**src/rtl/nbr_pkg.sv**
```systemverilog
// Shared geometry, status codes and FSM state encoding for the neighbour-table writer.
// Optional feature macro: NBR_EVICT_EN (adds the EVICT pass for full-table misses).
package nbr_pkg;

  localparam int ADDR_W = 11;
  localparam int DATA_W = 16;
  localparam int IDX_W  = 6;
  localparam int CNT_W  = 7;

  localparam int MAX_NBR = 64;

  localparam logic [ADDR_W-1:0] NBR_ID_BASE  = 11'h048;
  localparam logic [ADDR_W-1:0] NBR_CID_BASE = 11'h0C8;
  localparam logic [ADDR_W-1:0] NBR_BAT_BASE = 11'h148;
  localparam logic [ADDR_W-1:0] NBR_QV_BASE  = 11'h1C8;
  localparam logic [ADDR_W-1:0] NBR_CNT_ADDR = 11'h68A;

  localparam logic [1:0] ST_UPDATED  = 2'b00;
  localparam logic [1:0] ST_APPENDED = 2'b01;
  localparam logic [1:0] ST_DROPPED  = 2'b10;
  localparam logic [1:0] ST_EVICTED  = 2'b11;

  typedef enum logic [2:0] {
    S_IDLE,
    S_RD_CNT,
    S_SCAN,
    S_WRITE,
    S_WR_CNT,
    S_DONE
`ifdef NBR_EVICT_EN
    ,
    S_EVICT
`endif
  } nbr_state_e;

  // Field order matches the WRITE sequence, so the write phase counter selects the field.
  typedef enum logic [1:0] {
    FLD_ID  = 2'd0,
    FLD_CID = 2'd1,
    FLD_BAT = 2'd2,
    FLD_QV  = 2'd3
  } nbr_field_e;

endpackage

```
**src/rtl/nbr_addr_gen.sv**
```systemverilog
// Combinational address map: (field, index) -> byte address BASE_f + 2*index.
module nbr_addr_gen
  import nbr_pkg::*;
(
  input  nbr_field_e        fld,
  input  logic [IDX_W-1:0]  idx,
  output logic [ADDR_W-1:0] addr
);

  logic [ADDR_W-1:0] base;

  // Pick the field base and add the word offset (entries are 2 bytes apart).
  always_comb begin
    base = NBR_ID_BASE;
    case (fld)
      FLD_ID:  base = NBR_ID_BASE;
      FLD_CID: base = NBR_CID_BASE;
      FLD_BAT: base = NBR_BAT_BASE;
      FLD_QV:  base = NBR_QV_BASE;
      default: base = NBR_ID_BASE;
    endcase
    addr = base + {4'b0000, idx, 1'b0};
  end

endmodule

```
**src/rtl/nbr_table_update.sv**
```systemverilog
// Neighbour table writer: searches neighborID[], rewrites a matching entry or
// appends a new one and bumps neighborCount. Sole writer of the neighbour tables.
// Optional feature macro: NBR_EVICT_EN -- on a full-table miss, overwrite the entry
// with the smallest qValue instead of dropping the beacon.
module nbr_table_update
  import nbr_pkg::*;
(
  input  logic                clock,
  input  logic                nrst,
  input  logic                in_valid,
  output logic                in_ready,
  input  logic [DATA_W-1:0]   in_nbr_id,
  input  logic [DATA_W-1:0]   in_cluster_id,
  input  logic [DATA_W-1:0]   in_battery,
  input  logic [DATA_W-1:0]   in_qvalue,
  output logic [ADDR_W-1:0]   mem_address,
  output logic                mem_wr_en,
  output logic [DATA_W-1:0]   mem_wdata,
  input  logic [DATA_W-1:0]   mem_rdata,
  output logic                done,
  output logic [1:0]          status
);

  nbr_state_e        state_q, state_d;
  logic [DATA_W-1:0] id_q, id_d;
  logic [DATA_W-1:0] cid_q, cid_d;
  logic [DATA_W-1:0] bat_q, bat_d;
  logic [DATA_W-1:0] qv_q, qv_d;
  logic [CNT_W-1:0]  cnt_q, cnt_d;
  logic [CNT_W-1:0]  idx_q, idx_d;
  logic [IDX_W-1:0]  tgt_q, tgt_d;
  logic [1:0]        wph_q, wph_d;
  logic [1:0]        pend_q, pend_d;
  logic [1:0]        status_q, status_d;
`ifdef NBR_EVICT_EN
  logic [DATA_W-1:0] min_q, min_d;
  logic [IDX_W-1:0]  min_idx_q, min_idx_d;
  logic              new_min;
`endif

  nbr_field_e        ag_fld;
  logic [IDX_W-1:0]  ag_idx;
  logic [ADDR_W-1:0] ag_addr;

  nbr_addr_gen u_addr_gen (
    .fld  (ag_fld),
    .idx  (ag_idx),
    .addr (ag_addr)
  );

  // State and datapath registers; reset returns to IDLE and abandons any beacon.
  always_ff @(posedge clock) begin
    if (!nrst) begin
      state_q   <= S_IDLE;
      id_q      <= '0;
      cid_q     <= '0;
      bat_q     <= '0;
      qv_q      <= '0;
      cnt_q     <= '0;
      idx_q     <= '0;
      tgt_q     <= '0;
      wph_q     <= '0;
      pend_q    <= ST_UPDATED;
      status_q  <= ST_UPDATED;
`ifdef NBR_EVICT_EN
      min_q     <= '0;
      min_idx_q <= '0;
`endif
    end else begin
      state_q   <= state_d;
      id_q      <= id_d;
      cid_q     <= cid_d;
      bat_q     <= bat_d;
      qv_q      <= qv_d;
      cnt_q     <= cnt_d;
      idx_q     <= idx_d;
      tgt_q     <= tgt_d;
      wph_q     <= wph_d;
      pend_q    <= pend_d;
      status_q  <= status_d;
`ifdef NBR_EVICT_EN
      min_q     <= min_d;
      min_idx_q <= min_idx_d;
`endif
    end
  end

  // Next-state and memory-port logic; status_q only changes on the edge into DONE.
  always_comb begin
    state_d     = state_q;
    id_d        = id_q;
    cid_d       = cid_q;
    bat_d       = bat_q;
    qv_d        = qv_q;
    cnt_d       = cnt_q;
    idx_d       = idx_q;
    tgt_d       = tgt_q;
    wph_d       = wph_q;
    pend_d      = pend_q;
    status_d    = status_q;
`ifdef NBR_EVICT_EN
    min_d       = min_q;
    min_idx_d   = min_idx_q;
    new_min     = 1'b0;
`endif
    ag_fld      = FLD_ID;
    ag_idx      = '0;
    mem_address = '0;
    mem_wr_en   = 1'b0;
    mem_wdata   = '0;
    done        = 1'b0;

    case (state_q)
      S_IDLE: begin
        if (in_valid) begin
          id_d  = in_nbr_id;
          cid_d = in_cluster_id;
          bat_d = in_battery;
          qv_d  = in_qvalue;
          idx_d = '0;
          if (in_nbr_id == '0) begin
            status_d = ST_DROPPED;
            state_d  = S_DONE;
          end else begin
            state_d  = S_RD_CNT;
          end
        end
      end

      S_RD_CNT: begin
        mem_address = NBR_CNT_ADDR;
        // A corrupt count above the table size is clamped so the scan stays in range.
        cnt_d = (mem_rdata > 16'(MAX_NBR)) ? CNT_W'(MAX_NBR) : mem_rdata[CNT_W-1:0];
        if (mem_rdata == '0) begin
          tgt_d   = '0;
          pend_d  = ST_APPENDED;
          wph_d   = '0;
          state_d = S_WRITE;
        end else begin
          state_d = S_SCAN;
        end
      end

      S_SCAN: begin
        ag_fld      = FLD_ID;
        ag_idx      = idx_q[IDX_W-1:0];
        mem_address = ag_addr;
        if (mem_rdata == id_q) begin
          tgt_d   = idx_q[IDX_W-1:0];
          pend_d  = ST_UPDATED;
          wph_d   = '0;
          state_d = S_WRITE;
        end else if (idx_q == cnt_q - 7'd1) begin
          if (cnt_q == CNT_W'(MAX_NBR)) begin
`ifdef NBR_EVICT_EN
            idx_d   = '0;
            state_d = S_EVICT;
`else
            status_d = ST_DROPPED;
            state_d  = S_DONE;
`endif
          end else begin
            tgt_d   = cnt_q[IDX_W-1:0];
            pend_d  = ST_APPENDED;
            wph_d   = '0;
            state_d = S_WRITE;
          end
        end else begin
          idx_d = idx_q + 7'd1;
        end
      end

`ifdef NBR_EVICT_EN
      S_EVICT: begin
        ag_fld      = FLD_QV;
        ag_idx      = idx_q[IDX_W-1:0];
        mem_address = ag_addr;
        // Strict less-than keeps the earliest index on ties.
        new_min = (idx_q == '0) || (mem_rdata < min_q);
        if (new_min) begin
          min_d     = mem_rdata;
          min_idx_d = idx_q[IDX_W-1:0];
        end
        if (idx_q == CNT_W'(MAX_NBR - 1)) begin
          tgt_d   = new_min ? idx_q[IDX_W-1:0] : min_idx_q;
          pend_d  = ST_EVICTED;
          wph_d   = '0;
          state_d = S_WRITE;
        end else begin
          idx_d = idx_q + 7'd1;
        end
      end
`endif

      S_WRITE: begin
        ag_fld      = nbr_field_e'(wph_q);
        ag_idx      = tgt_q;
        mem_address = ag_addr;
        mem_wr_en   = 1'b1;
        case (wph_q)
          2'd0:    mem_wdata = id_q;
          2'd1:    mem_wdata = cid_q;
          2'd2:    mem_wdata = bat_q;
          default: mem_wdata = qv_q;
        endcase
        wph_d = wph_q + 2'd1;
        if (wph_q == 2'd3) begin
          if (pend_q == ST_APPENDED) begin
            state_d = S_WR_CNT;
          end else begin
            status_d = pend_q;
            state_d  = S_DONE;
          end
        end
      end

      S_WR_CNT: begin
        // Count goes out only after all four field words are in place.
        mem_address = NBR_CNT_ADDR;
        mem_wr_en   = 1'b1;
        mem_wdata   = {9'd0, cnt_q + 7'd1};
        status_d    = pend_q;
        state_d     = S_DONE;
      end

      S_DONE: begin
        done    = 1'b1;
        state_d = S_IDLE;
      end

      default: state_d = S_IDLE;
    endcase
  end

  assign in_ready = (state_q == S_IDLE);
  assign status   = status_q;

endmodule

```
**config.mk**
```make
export PLATFORM = sky130hd
export DESIGN_NAME = nbr_table_update
export DESIGN_NICKNAME = d
export VERILOG_FILES = /design/src/rtl/nbr_pkg.sv /design/src/rtl/nbr_addr_gen.sv /design/src/rtl/nbr_table_update.sv
export SDC_FILE = /design/constraint.sdc
export NUM_CORES = 1
export LEC_CHECK = 0
export CAP_MARGIN = 10
export CORE_ASPECT_RATIO = 1.5
export CORE_MARGIN = 10
export CORE_UTILIZATION = 31
export DETAILED_ROUTE_END_ITERATION = 16
export DONT_BUFFER_PORTS = 1
export GPL_ROUTABILITY_DRIVEN = 1
export SKIP_CTS_REPAIR_TIMING = 1
export SYNTH_ARGS = -nofsm -noshare
export SYNTH_HDL_FRONTEND = slang
export SYNTH_HIERARCHICAL = 1
export SYNTH_SLANG_ARGS = --single-unit
```
**constraint.sdc**
```tcl
create_clock -name clock -period 4.8 [get_ports clock]
set_input_delay 0.72 -clock clock [delete_from_list [all_inputs] [get_ports clock]]
set_output_delay 0.72 -clock clock [all_outputs]
set_load 0.01 [all_outputs]
```
Word level (Yosys, flattened, before mapping)
Index checks and enable logic that the tools add are counted.
{"block": "word_totals", "ff_bits": 93, "word_cells": 106}
{"block": "op_classes", "eq_ne": 26, "mux": 45, "n_reduce_logical": 18, "order_cmp": 1, "n_addsub": 5}
{"op": "$pmux W16 S3", "n": 1}
{"op": "$pmux W11 S4", "n": 1}
{"op": "$logic_not A16 Y1", "n": 2}
{"op": "$mux W2", "n": 16}
{"op": "$pmux W16 S2", "n": 1}
{"op": "$mux W7", "n": 4}
{"op": "$mux W6", "n": 4}
{"op": "$pmux W6 S2", "n": 2}
{"op": "$pmux W11 S2", "n": 1}
{"op": "$mux W3", "n": 6}
{"op": "$eq A16 B16 Y1", "n": 1}
{"op": "$gt A16 B7 Y1 const B", "n": 1}
{"op": "$ne A2 B2 Y1 const B", "n": 8}
{"op": "$pmux W3 S5", "n": 1}
{"op": "$add A7 B1 Y7 const B", "n": 2}
{"op": "$pmux W7 S2", "n": 1}
{"op": "$reduce_and A4 Y1", "n": 3}
{"op": "$add A11 B7 Y11", "n": 1}
{"op": "$eq A2 B2 Y1 const B", "n": 4}
{"op": "$pmux W2 S4", "n": 1}
{"op": "$reduce_and A8 Y1", "n": 1}
{"op": "$eq A7 B7 Y1", "n": 1}
{"op": "$eq A7 B7 Y1 const B", "n": 1}
{"op": "$sub A7 B1 Y7 const B", "n": 1}
{"op": "other kinds (18)", "n": 30}

Logic depth before layout (Yosys ltp)
Gate-level depths: netlist of run 1.
{"block": "depth", "depth_word": 6, "mapped_depth": 11}

By module
Netlist of run 1, hierarchy kept.
{"mod": "nbr_table_update", "n_inst": 1, "cells_each": 644, "area_each_um2": 4849.7}
{"mod": "nbr_addr_gen", "n_inst": 1, "cells_each": 16, "area_each_um2": 117.6}

Least setup slack after synthesis of run 1
No wires, ideal clock.
{"block": "synth_path", "path_type": "flip-flop to output port", "from": "register state_q[1]", "to": "output mem_address[9]", "t_arrival_ns": 2.153, "path_stages_with_launch": 11, "required_ns": 4.080, "path_slack_ns": 1.927, "n_path_buf": 3, "path_cell_list": "dfxtp_1 > clkbuf_1 > nor2b_1 > nand2_1 > clkbuf_1 > clkbuf_1 > nor2_1 > nand2_1 > nor2_1 > a21oi_1 > o21ai_0"}
{"block": "synth_via", "elab_chain_cells": 6, "elab_cells_between_ends": 15}
{"element": "start: declaration", "line": "nbr_table_update.sv:24", "source": "nbr_state_e state_q, state_d;"}
{"element": "start signal: assignment", "line": "nbr_table_update.sv:70", "source": "state_q <= state_d;"}
{"element": "$eq A3 B2 Y1 (*)", "line": "nbr_table_update.sv:113", "source": "case (state_q)"}
{"element": "$mux W2 (*)", "line": "nbr_table_update.sv:113"}
{"element": "via ag_fld[0]", "line": "nbr_table_update.sv:41", "source": "nbr_field_e ag_fld;"}
{"element": "$eq A2 B2 Y1, or another cell as far along", "line": "nbr_addr_gen.sv:15", "source": "case (fld)"}
{"element": "$pmux W11 S4 (*)", "line": "nbr_addr_gen.sv:15"}
{"element": "$add A11 B7 Y11 (*)", "line": "nbr_addr_gen.sv:22", "source": "addr = base + {4'b0000, idx, 1'b0};"}
{"element": "via ag_addr[9]", "line": "nbr_table_update.sv:43", "source": "logic [ADDR_W-1:0] ag_addr;"}
{"element": "$pmux W11 S2 (*)", "line": "nbr_table_update.sv:113"}
{"element": "end: declaration", "line": "nbr_table_update.sv:16", "source": "output logic [ADDR_W-1:0] mem_address,"}
Mark *: on every way through the listed nets, which the timed path passes. The rest lies on a longest branch. The select of a mux whose other input is x is not followed.

Worst setup path in the final report of run 1
Ends and elaborated chain as after synthesis.

==> reports/qor.csv, run 1 <==
stage;metric;value;unit
status;status;finished clean;
synth;register area share after synthesis;37.1;%
floorplanning;Die Footprint;0.0216;mm^2
worst_setup_path;Setup crit end kind;output port;
cts;worst skew pair latency;350;ps
synth;Adder-Cell Fraction of Synth Area;2.02;%
cts;Reg clk slew, reported paths;70;ps
detailed_routing;initial DRC count;420;
synth;area share of and/or/nand/nor cells after synthesis;24.3;%
synth;predominant post-synthesis flop cell;dfxtp_1;
cts;CTS Sinks;92;
sta;worst setup margin;1170;ps
sta;Slew Limit Headroom;45.4;%
floorplanning;chip width;123;um
synth;post-synthesis cell area;0.00497;mm^2
sta;minimum clock period;3630;ps
detailed_routing;WL/cell;20.4;um
cts;CTS tree;done;
synth;Post-synth EDFFs;0;
placement;# port buffers;0;
cts;H-Tree Depth;3;
finish;fillers;1734;
worst_setup_path;Worst Setup Start Kind;register;
floorplanning;Placeable Area;0.0157;mm^2
global_routing;first-pass GRT wire length;25700;um
placement;routability cong.;0.889;
sta;Slew Viols, Final;0;
sta;RSZ-0062 raised after global routing;false;
global_routing;vias in the first global route;4409;
finish;share of post-route cells with drive strength above 1;7.35;%
synth;XOR/XNOR Fraction of Synth Area;5.82;%
finish;final non-filler cell total;829;
floorplanning;Starting Density;31.6;%
synth;biggest area consumer among synthesized cells;dfxtp_1;
flow_run;max-cap violations;0;
cts;Clock Tree Buf Depth;2;
floorplanning;num ports;115;
synth;compound-cell area share of the yosys netlist;21.4;%
worst_setup_path;Setup CP Type;register to output port;
sta;Final Hold Slack;456;ps
detailed_routing;Residual DRC;0;
worst_setup_path;Req. time, crit path;4080;ps
global_routing;All-Layer GR Usage;15.5;%
pwr;VDD IR max;206;uV
detailed_routing;post-route ant nets;0;
placement;Cell Count Post-Placement;813;
sta;Setup Skew;4.30;ps
finish;commonest non-fill, non-tap cells in the layout;nand2_1, a21oi_1, dfxtp_1, nor2_1, xor2_1;
synth;asr flop ratio synth;0;%
sta;final setup fails;0;
pwr;Final Power;2.68;mW
detailed_routing;DR vias;4594;
synth;mux cell area share after synthesis;3.40;%
detailed_routing;final wirelength;16900;um
finish;commonest non-fill, non-tap cell in the layout;nand2_1;
synth;Mapped Cells;660;
synth;synth warn;6;
global_routing;largest net degree at the start of global routing;47;
placement;post-DP HPWL;13000;um
synth;most area-consuming cells after synthesis;dfxtp_1, nand2_1, a21oi_1, xor2_1, clkbuf_1;
sta;Fin. Hold Viols;0;
worst_setup_path;crit-path max FO;21;
floorplanning;Die H;175;um
synth;main combinational cell family by area after synthesis;simple AND/OR/NAND/NOR gates;
finish;number of diodes;0;
detailed_routing;vias per inst;5.54;
detailed_routing;DRT Pass-1 Iters;8;
worst_setup_path;Worst Path Arrival;2910;ps
cts;Root Buffer Master;clkbuf_16;
finish;Area Growth Syn to Fin;7.86;%
synth;share of the synthesized area in the top cell type;37.1;%
sta;Final Cycle Share;75.5;%
pwr;static leakage power;1.94;nW
global_routing;initial antenna violation count;0;
hold_path;worst min path class;register to register;
sta;highest clock rate;276;MHz
placement;pre-CTS setup slack;1580;ps
floorplanning;std cell rows;56;
finish;nets;712;
cts;CTS buffer count;9;
sta;measured slew at the worst slew-check pin;813;ps
synth;synthesis-stage register bit count;92;
global_routing;Overflow after GRT;0;
sta;TNS Setup;0;ps
pwr;power per cell area;500;mW/mm^2
synth;average cell area after synthesis;7.53;um^2
synth;Netlist cell types;55;
## cell type report
cell class	count	area [um^2]	area share (%)
inverters	14	52.6	0.981
well taps	203	254	4.74
clock buffers	10	239	4.46
repair buffers	5	37.5	0.701
flip-flops and latches	92	1840	34.4
clock inverters	6	93.8	1.75
multi-input cells	499	2840	53.0
## cell usage after synthesis (2+ instances only)
| cell | n |
|---|---|
| a21oi_1 | 94 |
| a222oi_1 | 16 |
| a22o_1 | 4 |
| a22oi_1 | 7 |
| a311oi_1 | 3 |
| a31o_2 | 2 |
| a31oi_1 | 5 |
| and2_1 | 8 |
| and3_1 | 5 |
| and4_1 | 2 |
| buf_4 | 4 |
| buf_6 | 2 |
| clkbuf_1 | 48 |
| dfxtp_1 | 92 |
| ha_1 | 8 |
| inv_1 | 13 |
| mux2_2 | 7 |
| mux2i_1 | 9 |
| nand2_1 | 154 |
| nand3_1 | 16 |
| nand4_1 | 6 |
| nor2_1 | 46 |
| nor3_1 | 6 |
| nor3b_1 | 2 |
| nor4_1 | 12 |
| o211ai_1 | 3 |
| o21ai_0 | 17 |
| o22ai_1 | 7 |
| o31ai_1 | 3 |
| or2_2 | 2 |
| or3b_2 | 2 |
| xnor2_1 | 10 |
| xor2_1 | 23 |
## critical path: stages (launching register included)
cell and delay [ps]:
dfxtp_1 600, nor2b_1 380, nand2_1 530, nor2_1 420, nand2_1 90, nor2_1 110
a21oi_1 70, o21ai_0 350
## metal layers
layer / up-vias / track usage, % / wire (um) / share of wire [%]
met5: - / 0 / 0 / 0
met4: 0 / 7.21 / 533 / 3.1
met3: 33 / 4.26 / 1370 / 8.1
met2: 167 / 26.5 / 8650 / 51
met1: 2171 / 17.1 / 6370 / 38
li1: 2223 / - / - / -
## kinds of logic after synthesis
family,Yosys count
simple gates,271
xor+xnor,33
compound gates,169
fa+ha+maj,8
flops,92
buf+inv,70
other cells,1
mux,16
## report_power, final
group / total (mW) / switching, mW / internal [mW] / leakage [nW]
Combinational: 0.843 / 0.576 / 0.267 / 1.03
Sequential: 1.03 / 0.128 / 0.897 / 0.751
Clock: 0.807 / 0.331 / 0.477 / 0.165
Total: 2.68 / 1.03 / 1.64 / 1.94
## through the flow
stage,instance area [um^2],util [%]
after floorplan,4970,-
after global placement,5020,32.0
after detailed placement,5020,32.0
after CTS,5360,34.1
after global routing,5360,34.1
final,5360,34.1
## worst paths after layout
kind / endpoint / cells after the start / start / slack (ps)
worst min register to register: cid_q[5] / 2 / cid_q[5] / 460
worst max-delay path: mem_address[9] / 7 / state_q[1] / 1170
worst max register to register: pend_q[0] / 6 / cnt_q[2] / 2050
worst min-delay path: cid_q[5] / 2 / cid_q[5] / 460
## flip-flops by register name, indices dropped and copies added (netlist names)
signal,count
qv_q,16
id_q,16
state_q,3
wph_q,2
tgt_q,6
bat_q,16
idx_q,7
cid_q,16
status,2
pend_q,1
cnt_q,7
(Power assumes the default switching activity.)
==> inputs of run 2 (changes only) <==
Settings changed: ABC_AREA set to 1.
Clock period 4.8 ns to 3.29 ns, I/O delays scaled along.
==> run 2 against run 1 <==
  * Clock-buffer cell count stayed put
  * Flip-flop and latch count did not move
  * Sequential power rose by 62%
  * Utilization decreased by 0.43 points
  * Clock power grew 33%
  * Global-route usage increased by 0.25 points
  * Area after synthesis grew 8.5%
  * Register-to-register slack got worse by 1200 ps
  * Sequential share of layout area fell by 2.6 points
  * Critical endpoint is now mem_wdata[3]
  * Largest cell class unchanged
  * Largest power group is now combinational logic
==> reports/qor.csv, run 2 <==
stage;metric;value;unit;change
pwr;Clk pwr share;21.5;%;-8.7 points
finish;commonest non-fill, non-tap cell in the layout;nand2_1;;
worst_setup_path;Setup crit end kind;output port;;
detailed_routing;vias per inst;5.16;;-6.9%
floorplanning;Die Footprint;0.0232;mm^2;+7.3%
worst_setup_path;delay of the slowest critical-path stage;570;ps;-30 ps
worst_setup_path;Setup CP Type;register to output port;;
placement;routability cong.;0.892;;+0.30%
synth;Post-synth top cells;nand2_1, a21oi_1, dfxtp_1;;
global_routing;largest net degree at the start of global routing;64;;+36%
synth;post-synthesis cell area;0.00539;mm^2;+8.5%
synth;synthesis-stage register bit count;92;;unchanged
sta;Slew Viols, Final;0;;unchanged
floorplanning;Placeable Area;0.0172;mm^2;+9.6%
sta;highest clock rate;340;MHz;
flow_run;max-cap violations;0;;unchanged
sta;Slew Limit Headroom;24.1;%;-21 points
sta;RSZ-0062 raised after global routing;false;;
cts;worst skew pair latency;360;ps;about the same
floorplanning;Starting Density;31.3;%;-0.32 points
pwr;Internal Pwr Total;2.65;mW;+61%
pwr;power per cell area;861;mW/mm^2;+72%
cts;CTS Sinks;92;;unchanged
global_routing;first-pass GRT wire length;28300;um;+10%
cts;CTS buffer count;9;;unchanged
cts;H-Tree Depth;3;;unchanged
cts;Clock Tree Buf Depth;2;;unchanged
worst_setup_path;crit-path max FO;21;;unchanged
detailed_routing;initial DRC count;350;;-17%
pwr;VDD IR max;302;uV;+47%
finish;number of diodes;0;;unchanged
synth;most common cell in the netlist;nand2_1;;
pwr;Sw Pwr;2.35;mW;+130%
pwr;Gate power share;45.1;%;+14 points
finish;commonest non-fill, non-tap cells in the layout;nand2_1, a21oi_1, dfxtp_1, nand3_1, inv_1;;
finish;nets;889;;+25%
synth;synth warn;6;;unchanged
global_routing;Overflow after GRT;0;;unchanged
worst_setup_path;Req. time, crit path;2800;ps;-1280 ps
finish;final non-filler cell total;1016;;+23%
sta;measured slew at the worst slew-check pin;1140;ps;+326 ps
synth;Post-synth EDFFs;0;;unchanged
global_routing;All-Layer GR Usage;15.7;%;+0.25 points
worst_setup_path;Worst path top cell family by delay;compound AO/OA/AOI/OAI gates;;
floorplanning;Die H;181;um;+3.7%
cts;Reg clk slew, reported paths;70;ps;about the same
sta;Setup Skew;7.09;ps;+2.79 ps
pwr;Flop pwr share;33.5;%;-4.8 points
status;status;finished clean;;
synth;register area share after synthesis;34.2;%;-2.9 points
worst_setup_path;worst path bufs/invs;1;;+1
floorplanning;std cell rows;59;;+5.4%
finish;Area Growth Syn to Fin;7.57;%;
detailed_routing;final wirelength;18400;um;+8.9%
sta;TNS Setup;0;ps;unchanged
pwr;Switching Fraction;47.0;%;+8.3 points
synth;asr flop ratio synth;0;%;unchanged
detailed_routing;post-route ant nets;0;;unchanged
synth;average cell area after synthesis;6.53;um^2;-13%
sta;final setup fails;0;;unchanged
floorplanning;num ports;115;;unchanged
worst_setup_path;Worst Setup Start Kind;register;;
synth;Netlist cell types;41;;-25%
sta;Final Cycle Share;89.3;%;
cts;CTS tree;done;;
global_routing;vias in the first global route;5076;;+15%
placement;Cell Count Post-Placement;1000;;+23%
cts;Root Buffer Master;clkbuf_16;;
placement;# port buffers;0;;unchanged
detailed_routing;DRT Pass-1 Iters;5;;-3
placement;post-DP HPWL;14400;um;+11%
finish;fillers;1896;;+9.3%
synth;most area-consuming cells after synthesis;dfxtp_1, nand2_1, a21oi_1, nand3_1, inv_1;;
sta;Fin. Hold Viols;0;;unchanged
synth;share of the synthesized area in the top cell type;34.2;%;-2.9 points
worst_setup_path;Worst Path Arrival;2440;ps;-470 ps
detailed_routing;WL/cell;18.2;um;-11%
synth;Mapped Cells;825;;+25%
detailed_routing;Residual DRC;0;;unchanged
floorplanning;chip width;128;um;+3.5%
finish;fin util;33.7;%;-0.43 points
hold_path;worst min path class;input port to register;;
finish;share of post-route cells with drive strength above 1;8.34;%;+1.0 points
sta;minimum clock period;2940;ps;
synth;predominant post-synthesis flop cell;dfxtp_1;;
synth;biggest area consumer among synthesized cells;dfxtp_1;;
worst_setup_path;Cell Chain, Critical Path;ha_1, inv_1, nand2_1, a221oi_1, o21ai_0;;
pwr;static leakage power;2.35;nW;+21%
detailed_routing;DR vias;5244;;+14%
worst_setup_path;Slowest cell on crit path;o21ai_0;;
global_routing;initial antenna violation count;0;;unchanged
-- run 2: cell count changes after synthesis, sizes merged, moves of 9 or more --
cell	delta
o21ai	+34
clkbuf	-20
nor2	+24
xnor2	-10
xor2	-15
buf	+11
inv	+71
a222oi	-16
mux2i	-9
nand3	+70
nand2	+69
-- run 2: power groups by stage --
stage	combinational (mW)	clock, mW	sequential (mW)
final	2.25	1.07	1.67
after global routing	2.58	1.13	1.70
after CTS	2.26	1.10	1.67
after detailed placement	2.24	0	1.70
after global placement	2.23	0	1.70
after floorplan	1.85	0	1.58
-- run 2: final timing paths --
kind / slack, ps / endpoint / startpoint / cells past startpoint
min reg2reg: 460 / qv_q[15] / qv_q[15] / 2
min: 270 / tgt_q[4] / nrst / 2
max: 350 / mem_wdata[3] / wph_q[0] / 5
max reg2reg: 890 / status[1] / wph_q[0] / 10
-- run 2: cells by family (layout without fill, tap and decap cells) --
group                      count (synthesis)  count (layout)  share of synthesized area [%]
AOI/OAI and AO/OA                        179             179                           18.1
xor gates and xnor gates                   8               8                           1.30
adders and majority gates                  8               8                           1.86
buffers and inverters                    133             110                           10.3
DFF                                       92              92                           34.2
other                                      1               2                         0.0696
and+or+nand+nor                          404             404                           34.2
-- run 2: area by class of cell --
cell class                 count  area (um^2)  area share (%)
sequential                    92         1840            31.8
tap                          213          267            4.60
multi-input combinational    601         3000            51.7
inverter                      86          323            5.57
clock inverter                 6         67.6            1.17
timing repair buffer           8         60.1            1.04
clock buffer                  10          239            4.12
-- run 2: stage by stage --
stage	total power, mW	worst slack, ps	hold WS [ps]	instance area (um^2)
floorplan	3.43	974	430	5390
global placement	3.92	794	450	5490
detailed placement	3.94	743	452	5490
CTS	5.02	339	249	5800
global route	5.41	33.8	269	5800
finish	4.99	352	271	5800
-- run 2: layer usage --
metal  global-route usage, %  vias up  routed length [um]
met3                    4.43       37                1380
met1                    16.0     2388                6590
met5                       0        -                   0
met2                    27.5      165                9560
li1                        -     2654                   -
met4                    9.80        0                 905
